<file path="config.mk">
export PLATFORM = sky130hd
export DESIGN_NAME = seq_binary_to_bcd
export DESIGN_NICKNAME = d
export VERILOG_FILES = /design/src/rtl/seq_binary_to_bcd.sv
export SDC_FILE = /design/constraint.sdc
export NUM_CORES = 1
export LEC_CHECK = 0
export ABC_AREA = 1
export ABC_CLOCK_PERIOD_IN_PS = 1950
export CORE_UTILIZATION = 60
export CTS_CLUSTER_SIZE = 40
export DETAILED_ROUTE_END_ITERATION = 10
export DONT_BUFFER_PORTS = 1
export HOLD_SLACK_MARGIN = 0.12
export PLACE_DENSITY = 0.84
export SETUP_SLACK_MARGIN = 0.15
export SLEW_MARGIN = 10
export SYNTH_ARGS = -nofsm -noshare
export SYNTH_HDL_FRONTEND = slang
export SYNTH_SLANG_ARGS = --single-unit
</file>
<file path="constraint.sdc">
create_clock -name clk -period 1.95 [get_ports clk]
set_input_delay 0.2925 -clock clk [delete_from_list [all_inputs] [get_ports clk]]
set_output_delay 0.2925 -clock clk [all_outputs]
set_load 0.01 [all_outputs]
</file>
<file path="src/rtl/seq_binary_to_bcd.sv">
// Serial double-dabble binary-to-BCD converter: one add-3/shift step per clock,
// with start/busy/done handshake, sticky overflow and a leading-zero blanking mask.
module seq_binary_to_bcd #(
    parameter int BIN_WIDTH = 14,
    parameter int DIGITS    = 5
) (
    input  logic                  clk,
    input  logic                  rst,
    input  logic                  start,
    input  logic [BIN_WIDTH-1:0]  binary_in,
    output logic                  busy,
    output logic                  done,
    output logic [4*DIGITS-1:0]   bcd_out,
    output logic                  overflow,
    output logic [DIGITS-1:0]     lz_mask
);

    localparam int SW = 4*DIGITS + BIN_WIDTH;
    localparam int CW = $clog2(BIN_WIDTH + 1);
    localparam logic [CW-1:0] LAST_STEP = CW'(BIN_WIDTH - 1);

    typedef enum logic [1:0] {IDLE, SHIFT, DONE} state_t;

    state_t            state, state_nxt;
    logic [SW-1:0]     shifter, adjusted, stepped;
    logic [CW-1:0]     step_cnt;
    logic              sticky_ovf, carry_out, last_step, accept;
    logic [DIGITS-1:0] lz_nxt;

    assign busy      = (state == SHIFT);
    assign done      = (state == DONE);
    assign accept    = start && (state == IDLE || state == DONE);
    assign last_step = (state == SHIFT) && (step_cnt == LAST_STEP);

    always_ff @(posedge clk) begin
        if (rst) state <= IDLE;
        else     state <= state_nxt;
    end

    always_comb begin
        state_nxt = state;
        unique case (state)
            IDLE:    if (start) state_nxt = SHIFT;
            SHIFT:   if (last_step) state_nxt = DONE;
            DONE:    state_nxt = start ? SHIFT : IDLE;
            default: state_nxt = IDLE;
        endcase
    end

    // Digits are adjusted independently; the bit leaving the top digit is the overflow carry.
    always_comb begin
        adjusted = shifter;
        for (int unsigned i = 0; i < DIGITS; i++) begin
            if (shifter[BIN_WIDTH + 4*i +: 4] > 4'd4)
                adjusted[BIN_WIDTH + 4*i +: 4] = shifter[BIN_WIDTH + 4*i +: 4] + 4'd3;
        end
        stepped   = {adjusted[SW-2:0], 1'b0};
        carry_out = adjusted[SW-1];
    end

    always_comb begin
        logic        zero_above;
        int unsigned d;
        zero_above = 1'b1;
        lz_nxt     = '0;
        for (int unsigned j = 0; j < DIGITS; j++) begin
            d          = DIGITS - 1 - j;
            zero_above = zero_above && (stepped[BIN_WIDTH + 4*d +: 4] == 4'd0);
            lz_nxt[d]  = zero_above && (d != 0);
        end
    end

    always_ff @(posedge clk) begin
        if (rst) begin
            shifter    <= '0;
            step_cnt   <= '0;
            sticky_ovf <= 1'b0;
            bcd_out    <= '0;
            overflow   <= 1'b0;
            lz_mask    <= '0;
        end else if (accept) begin
            shifter    <= {{(4*DIGITS){1'b0}}, binary_in};
            step_cnt   <= '0;
            sticky_ovf <= 1'b0;
        end else if (state == SHIFT) begin
            shifter    <= stepped;
            step_cnt   <= step_cnt + 1'b1;
            sticky_ovf <= sticky_ovf | carry_out;
            if (last_step) begin
                bcd_out  <= stepped[SW-1 -: 4*DIGITS];
                overflow <= sticky_ovf | carry_out;
                lz_mask  <= lz_nxt;
            end
        end
    end

endmodule

</file>
==> results of run 1 <==
-- repair_timing --
item | 4_1_cts | 5_1_grt
gates resized for setup | 0 | 2
hold buffers | 4 | 0
endpoints found under the hold margin | 12 | 0
setup buffers | 0 | 0
setup endpoints to repair | 0 | 1
-- where the power goes --
part | leakage (nW) | total, mW | internal (mW) | switching [mW]
logic | 0.926 | 0.403 | 0.133 | 0.270
clock network | 0.0945 | 1.15 | 0.624 | 0.531
registers | 0.538 | 1.44 | 1.41 | 0.0364
total | 1.56 | 3.00 | 2.16 | 0.838
-- flip-flops by register name, summed over array words and instances (netlist names) --
name,flops
state,2
step_cnt,4
overflow,1
lz_mask,4
shifter,34
bcd_out,20
sticky_ovf,1
-- cells by family (layout without fill, tap and decap cells) --
group	count (synthesis)	in the layout
flip-flops	66	66
XOR/XNOR	2	2
AO/OA/AOI/OAI	116	116
adder cells (fa/ha/maj)	12	12
buffers and inverters	89	99
AND/OR/NAND/NOR	134	134
other	1	1
-- worst max path at each step --
stage	startpoint	end	slack (ns)	cells past startpoint
after CTS	state[0]	busy	0.30	2
after detailed placement	shifter[19]	lz_mask[1]	0.34	8
after floorplan	shifter[30]	lz_mask[1]	0.54	9
after global routing	shifter[23]	lz_mask[1]	0.17	12
after global placement	shifter[19]	lz_mask[1]	0.36	8
final	shifter[30]	lz_mask[3]	0.30	9
-- per-layer routing --
metal / GRT usage (%) / wire length (um)
met1: 31.67 / 2967
met2: 42.53 / 3208
met3: 8.943 / 483
met4: 14.32 / 153
met5: 0 / 0
-- placed cells by master, fill, tap and decap left out, types with 2 or more instances in the layout --
master         synthesis  routed
a211oi_1               3       3
a21oi_1               37      37
a221oi_1               8       8
a31oi_1                5       5
and3_1                 2       2
buf_4                  1       7
clkbuf_8               0      10
clkinvlp_4             0       3
dfxtp_1               66      65
dlygate4sd3_1          0       4
ha_1                  12      12
inv_1                 65      64
inv_2                  6       7
nand2_1               67      67
nand2_2                4       4
nand3_1               17      17
nor2_1                30      30
nor2_2                 7       7
nor2_4                 2       2
nor3_1                 3       3
o211ai_1              11      11
o21ai_0               43      43
o21ai_1                4       4
o21ai_2                2       2
o21ai_4                2       2
-- final cells by class --
| class | instances | area share (%) |
|---|---|---|
| clock buffer | 10 | 4.031 |
| clock inverter | 6 | 1.942 |
| timing repair buffer | 11 | 2.712 |
| sequential | 66 | 38.73 |
| multi-input combinational | 265 | 42.21 |
| tap | 67 | 2.455 |
| inverter | 72 | 7.915 |
-- worst max-delay path, stage by stage, from the launching register on --
cell and delay [ns]:
dfxtp_1 0.36, inv_1 0.10, ha_1 0.27, o21ai_4 0.20, nand2_1 0.09, nand2_2 0.10, nand3_2 0.12, nor2_4 0.15
nand3_1 0.09, a21oi_1 0.12
-- metrics by stage --
step | utilization, % | setup slack (ns) | std cells | power (mW) | area, um2
2_1_floorplan | - | 0.5360 | 420 | 1.776 | 3113
3_3_place_gp | 65.37 | 0.3643 | 477 | 1.836 | 3169
3_5_place_dp | 65.37 | 0.3402 | 477 | 1.856 | 3169
4_1_cts | 70.40 | 0.3006 | 497 | 3.018 | 3413
5_1_grt | 70.43 | 0.1704 | 497 | 3.130 | 3415
6_report | 70.43 | 0.2990 | 497 | 3.000 | 3415
==> run_results.csv, run 1 <==
group,metric,value,unit
status,outcome,"finished, final reports clean",
grt,antenna_found_initial,0,
placement,io_buffers,0,
pwr,p_leak,1.558,nW
logic_synthesis,synth_enable_flop_cells,0,
worst_setup_path,endpoint_kind,"flip-flop",
drt,via_per_inst,5.491,
hold_path,hp-class,"input pin to flip-flop",
worst_setup_path,r2r_slack,0.30,ns
logic_synthesis,netlist_area,3113,um2
pwr,power_density,878.5,nW/um2
timing,drv_slew,0,
logic_synthesis,ys_types,32,
drt,avgRoutedWirePerCell,13.71,um
drt,vias,2729,
finish,diodes,0,
logic_synthesis,yosys.area.top_type_share,42.44,%
logic_synthesis,synth_top_family_by_area,"compound AO/OA/AOI/OAI gates",
logic_synthesis,synth_adder_area_share,4.823,%
grt,grt_pass1_vias,2491,
logic_synthesis,synth_top_area_cell,"dfxtp_1",
grt,grt-ovfl-total,0,
finish,fin_nets,454,
logic_synthesis,synth_xor_area_share,0.5627,%
logic_synthesis,ys.flop_type,"dfxtp_1",
timing,max_freq,0.6057,GHz
die,fp.coreArea,4848,um2
logic_synthesis,synth_compound_area_share,22.03,%
worst_setup_path,critPathKind,"flip-flop to flip-flop",
worst_setup_path,cp-start-kind,"flip-flop",
logic_synthesis,ys_ff_latch,66,
timing,min_period_over_period,84.67,%
worst_setup_path,rr_startpoint,"shifter[30]",
timing,rsz0062_at_grt,"false",
logic_synthesis,ys_async_sr_fraction,0,%
finish,final-seq-area,1323,um2
worst_setup_path,arrival,1.93,ns
die,row_count,25,
timing,timing.setup.tns,0,ns
drt,first_iter_violations,230,
grt,grt_use_total,26.63,%
grt,grt_start_max_net_pins,24,
hold_path,min_from,"binary_in[0]",
logic_synthesis,synth.area.top_cells,"dfxtp_1, nand2_1, inv_1",
finish,multiInputGateArea,1441,um2
timing,finalHoldViolCount,0,
clocking,root_buffer,"clkbuf_8",
pwr,max-vdd-ir-drop,0.5493,mV
hold_path,min_path_cells,2,
die,ioPinCount,45,
drt,remaining_drc_errors,0,
timing,clock_skew,0.01027,ns
timing,setup_viol,0,
die,dieArea,5480,um2
drt,dr.pass1.iters,4,
clocking,cts_tree,"built",
logic_synthesis,synthSimpleGateAreaFrac,18.77,%
logic_synthesis,yosysWarnings,0,
timing,whs,0.1348,ns
clocking,numCtsBuffers,9,
clocking,htree_num_levels,3,
die,die_w,74.03,um
die,die_height,74.03,um
run,cap_violations,0,
logic_synthesis,ys_seq_area_share,42.44,%
logic_synthesis,ys_top_cells_by_count,"nand2_1, dfxtp_1, inv_1, o21ai_0, a21oi_1",
logic_synthesis,synth.area.mux_share,0,%
finish,syn2layout_area_growth,9.686,%
clocking,clk_latency,0.34,ns
finish,drive_gt1_share,11.63,%
worst_setup_path,required,2.23,ns
timing,period_minus_slack,1.651,ns
drt,antenna_left,0,
drt,wirelength,6.813,mm
hold_path,holdPathEnd,"shifter[0]",
worst_setup_path,r2r_cells,9,
worst_setup_path,critPathMaxFanout,4,
grt,grt_pass1_wl,10.94,mm
placement,globalplace.congestion,0.8461,
clocking,clk_path_buf_depth,2,
finish,fillers,404,
die,initial_core_util,64.21,%
clocking,clk_pin_slew_worst_paths,0.07,ns
logic_synthesis,syn-num-nets,449,
logic_synthesis,synth_cells,420,
clocking,clock-sinks,66,
logic_synthesis,post-synth-top-count-cell,"nand2_1",
placement,dp_hpwl,4.720,mm
worst_setup_path,reg2reg_to,"lz_mask[3]",
logic_synthesis,syn_avg_cell_area,7.412,um2
No activity file was read; power rests on OpenSTA's default activity.
==> run 2: changes to the inputs <==
--- a/config.mk
+++ b/config.mk
@@ -6,13 +6,13 @@
 export NUM_CORES = 1
 export LEC_CHECK = 0
 export ABC_AREA = 1
-export ABC_CLOCK_PERIOD_IN_PS = 1950
-export CORE_UTILIZATION = 60
+export ABC_CLOCK_PERIOD_IN_PS = 1400
+export CORE_UTILIZATION = 57
 export CTS_CLUSTER_SIZE = 40
 export DETAILED_ROUTE_END_ITERATION = 10
 export DONT_BUFFER_PORTS = 1
 export HOLD_SLACK_MARGIN = 0.12
-export PLACE_DENSITY = 0.84
+export PLACE_DENSITY = 0.83
 export SETUP_SLACK_MARGIN = 0.15
 export SLEW_MARGIN = 10
 export SYNTH_ARGS = -nofsm -noshare
==> constraint.sdc (replaced) <==
create_clock -name clk -period 1.4 [get_ports clk]
set_input_delay 0.21 -clock clk [delete_from_list [all_inputs] [get_ports clk]]
set_output_delay 0.21 -clock clk [all_outputs]
set_load 0.01 [all_outputs]
==> run 2 against run 1 <==
Compared with the run above: the run now fails in 5_1_grt; synthesized area did not move; synthesized cell count did not move.
==> run_results.csv, run 2 <==
group,metric,value,unit
status,outcome,"did not finish",
status,stop_stage,"5_1_grt",
status,tool.error,"[ERROR DPL-0038] Utilization greater than 100%, impossible to legalize",
logic_synthesis,ys_ff_latch,66,
logic_synthesis,synth_top_area_cell,"dfxtp_1",
clocking,root_buffer,"clkbuf_8",
logic_synthesis,ys.flop_type,"dfxtp_1",
logic_synthesis,ys_seq_area_share,42.44,%
clocking,numCtsBuffers,9,
logic_synthesis,ys_async_sr_fraction,0,%
timing,worstEndpointGrtRepair,"lz_mask[3]$_SDFFE_PP0P_/D",
clocking,clock-sinks,66,
logic_synthesis,syn_avg_cell_area,7.412,um2
die,die_height,75.90,um
timing,worst-ep-kind,"register data pin",
placement,io_buffers,0,
die,row_count,26,
logic_synthesis,netlist_area,3113,um2
logic_synthesis,ys_types,32,
logic_synthesis,syn-num-nets,449,
clocking,htree_num_levels,3,
logic_synthesis,synth_cells,420,
logic_synthesis,post-synth-top-count-cell,"nand2_1",
logic_synthesis,yosysWarnings,0,
die,ioPinCount,45,
logic_synthesis,synth_enable_flop_cells,0,
die,initial_core_util,60.18,%
die,die_w,75.90,um
logic_synthesis,yosys.area.top_type_share,42.44,%
clocking,clk_path_buf_depth,2,
logic_synthesis,synth.area.top_cells,"dfxtp_1, nand2_1, inv_1",
grt,grt_start_max_net_pins,17,
placement,globalplace.congestion,0.8818,
placement,dp_hpwl,5.136,mm
logic_synthesis,ys_top_cells_by_count,"nand2_1, dfxtp_1, inv_1, o21ai_0, a21oi_1",
placement,dpl-instance-area,3471,um2
-- run 2: kinds of logic after synthesis --
kind of cell,after synthesis,share of synthesized area [%]
AND/OR/NAND/NOR,134,18.77
adder cells (fa/ha/maj),12,4.823
other,1,0.1205
buffers and inverters,89,11.25
XOR/XNOR,2,0.5628
flip-flops,66,42.44
AO/OA/AOI/OAI,116,22.03
-- run 2: metrics by stage --
step	instances	setup slack, ns	hold WS [ns]
2_1_floorplan	420	0.07581	0.2832
3_3_place_gp	507	-0.02233	0.2811
3_5_place_dp	507	-0.08022	0.2832
4_1_cts	567	-0.02387	-0.08757
-- run 2: repair_timing --
action,in CTS
cloned,4
endpoints found under the hold margin,21
hold buffers,6
endpoints found under the setup margin,51
buffers inserted,34
pin swaps,56
gates resized for setup,157
==> run 3: changes to the inputs <==
==> config.mk (replaced) <==
export PLATFORM = sky130hd
export DESIGN_NAME = seq_binary_to_bcd
export DESIGN_NICKNAME = d
export VERILOG_FILES = /design/src/rtl/seq_binary_to_bcd.sv
export SDC_FILE = /design/constraint.sdc
export NUM_CORES = 1
export LEC_CHECK = 0
export ABC_AREA = 1
export ABC_CLOCK_PERIOD_IN_PS = 1820
export CORE_UTILIZATION = 40
export DETAILED_ROUTE_END_ITERATION = 10
export DONT_BUFFER_PORTS = 1
export PLACE_DENSITY_LB_ADDON = 0.15
export SLEW_MARGIN = 10
export SYNTH_ARGS = -nofsm -noshare
export SYNTH_HDL_FRONTEND = slang
export SYNTH_SLANG_ARGS = --single-unit
==> constraint.sdc (replaced) <==
create_clock -name clk -period 1.82 [get_ports clk]
set_input_delay 0.273 -clock clk [delete_from_list [all_inputs] [get_ports clk]]
set_output_delay 0.273 -clock clk [all_outputs]
set_load 0.01 [all_outputs]
==> run 3 against run 2 <==
Compared with the run above: the flow now finishes without violations.
==> run_results.csv, run 3 (synthesis results as in run 1) <==
group,metric,value,unit
worst_setup_path,cp-start-kind,"flip-flop",
die,die_height,90.22,um
status,outcome,"finished, final reports clean",
finish,drive_gt1_share,11.92,%
clocking,clk_latency,0.35,ns
drt,top_layer_used,"met4",
timing,clock_skew,0.009884,ns
worst_setup_path,arrival,1.90,ns
placement,dpl-instance-area,3242,um2
drt,route.met3.wl,336,um
die,initial_core_util,42.24,%
clocking,cts_tree,"built",
finish,fillers,739,
placement,globalplace.congestion,0.8024,
placement,place_ws,0.1727,ns
grt,grt_use_total,18.44,%
placement,dp_hpwl,4.879,mm
drt,vias,2604,
grt,grt-ovfl-total,0,
worst_setup_path,endpoint_kind,"flip-flop",
clocking,htree_num_levels,3,
grt,grt_start_max_net_pins,27,
finish,layout_commonest_cell,"nand2_1",
finish,syn2layout_area_growth,11.86,%
timing,drv_slew,0,
drt,antenna_left,0,
worst_setup_path,r2r_slack,0.19,ns
timing,rsz0062_at_grt,"false",
hold_path,hp-class,"input pin to flip-flop",
timing,max_freq,0.6151,GHz
worst_setup_path,critPathMaxStageDelay,0.36,ns
grt,antenna_found_initial,0,
worst_setup_path,rr_startpoint,"shifter[30]",
pwr,p_leak,1.571,nW
placement,io_buffers,0,
drt,avgRoutedWirePerCell,13.23,um
pwr,finalPower,3.395,mW
timing,timing.setup.tns,0,ns
drt,wl_met1,3.549,mm
timing,min_period_over_period,89.32,%
pwr,max-vdd-ir-drop,0.4804,mV
run,cap_violations,0,
worst_setup_path,required,2.09,ns
drt,wl_met2,2.962,mm
worst_setup_path,path_cells,"inv_1 > ha_1 > o21ai_4 > nand2_1 > nand2_2 > nand3_2 > nor2_4 > nand3_1 > a21oi_1",
grt,grt_pass1_vias,2416,
grt,grt_pass1_wl,11.87,mm
die,die_w,90.22,um
timing,setup_viol,0,
die,dieArea,8140,um2
worst_setup_path,crit_slowest_cell,"dfxtp_1",
finish,reg_top3,"shifter (34), bcd_out (20)",
drt,remaining_drc_errors,0,
clocking,clock-sinks,66,
timing,period_minus_slack,1.626,ns
drt,wirelength,6.971,mm
drt,dr.pass1.iters,4,
clocking,clk_pin_slew_worst_paths,0.08,ns
worst_setup_path,reg2reg_to,"lz_mask[3]",
worst_setup_path,setup.worst_path.end,"lz_mask[3]",
die,fp.coreArea,7370,um2
drt,via_per_inst,4.941,
finish,fin_nets,452,
timing,finalHoldViolCount,0,
worst_setup_path,r2r_cells,9,
finish,diodes,0,
timing,worst_slack,0.1944,ns
finish,largest_reg_flops,34,
drt,first_iter_violations,92,
finish,top_register,"shifter",
finish,most-common-layout-cells,"nand2_1, dfxtp_1, inv_1, o21ai_0, a21oi_1",
worst_setup_path,critPathMaxFanout,4,
clocking,clk_path_buf_depth,2,
pwr,power_density,975.1,nW/um2
clocking,root_buffer,"clkbuf_8",
worst_setup_path,startpoint,"shifter[30]",
clocking,numCtsBuffers,9,
finish,postLayoutCellArea,3482,um2
die,row_count,31,
worst_setup_path,critPathKind,"flip-flop to flip-flop",
die,ioPinCount,45,
==> run 3: cell type report <==
type                            count  area, um2  area share (%)
Clock inverter                      6      88.84           2.551
Multi-Input combinational cell    265       1445           41.50
Clock buffer                       10      137.6           3.953
Inverter                           72      270.3           7.761
Tap cell                           99      123.9           3.557
Sequential cell                    66       1321           37.94
Timing Repair Buffer                9      95.09           2.731
==> run 3: stage by stage <==
| stage | util (%) | std cells | hold slack (ns) |
|---|---|---|---|
| final | 47.25 | 527 | 0.06462 |
| after detailed placement | 43.99 | 510 | 0.3501 |
| after floorplan | - | 420 | 0.3462 |
| after global placement | 43.99 | 510 | 0.3448 |
| after global routing | 47.25 | 527 | 0.06427 |
| after CTS | 47.20 | 527 | 0.04626 |
==> run 3: worst min-delay path by stage <==
stage | from | end | depth (start not counted)
4_1_cts | binary_in[12] | shifter[12] | 2
6_report | binary_in[12] | shifter[12] | 2
2_1_floorplan | rst | state[1] | 1
5_1_grt | binary_in[12] | shifter[12] | 2
3_5_place_dp | rst | lz_mask[2] | 1
3_3_place_gp | rst | state[0] | 1
==> run 3: worst max-delay path: cells and delay by family, from the launching register on <==
| kind | cells | cell delay (ns) |
|---|---|---|
| AOI/OAI and AO/OA | 2 | 0.32 |
| adders and majority gates | 1 | 0.26 |
| buffers and inverters | 1 | 0.09 |
| DFF | 1 | 0.36 |
| and+or+nand+nor | 5 | 0.52 |
==> run 3: power breakdown <==
part	internal [mW]	total, mW	switching [mW]
clock	0.811	1.42	0.612
combinational	0.146	0.432	0.286
sequential	1.50	1.54	0.0356
==> run 3: what timing repair did <==
item / 4_1_cts / 5_1_grt
setup endpoints to repair: 0 / 1
resized for setup: 0 / 2
hold buffers: 1 / 0
buffers inserted: 0 / 0
endpoints found under the hold margin: 10 / 0
==> run 3: routing by layer <==
| metal | up-vias | global-route usage, % |
|---|---|---|
| met2 | 41 | 27.10 |
| li1 | 1379 | - |
| met1 | 1172 | 25.20 |
| met4 | 0 | 7.661 |
| met3 | 12 | 5.245 |
| met5 | - | 0 |
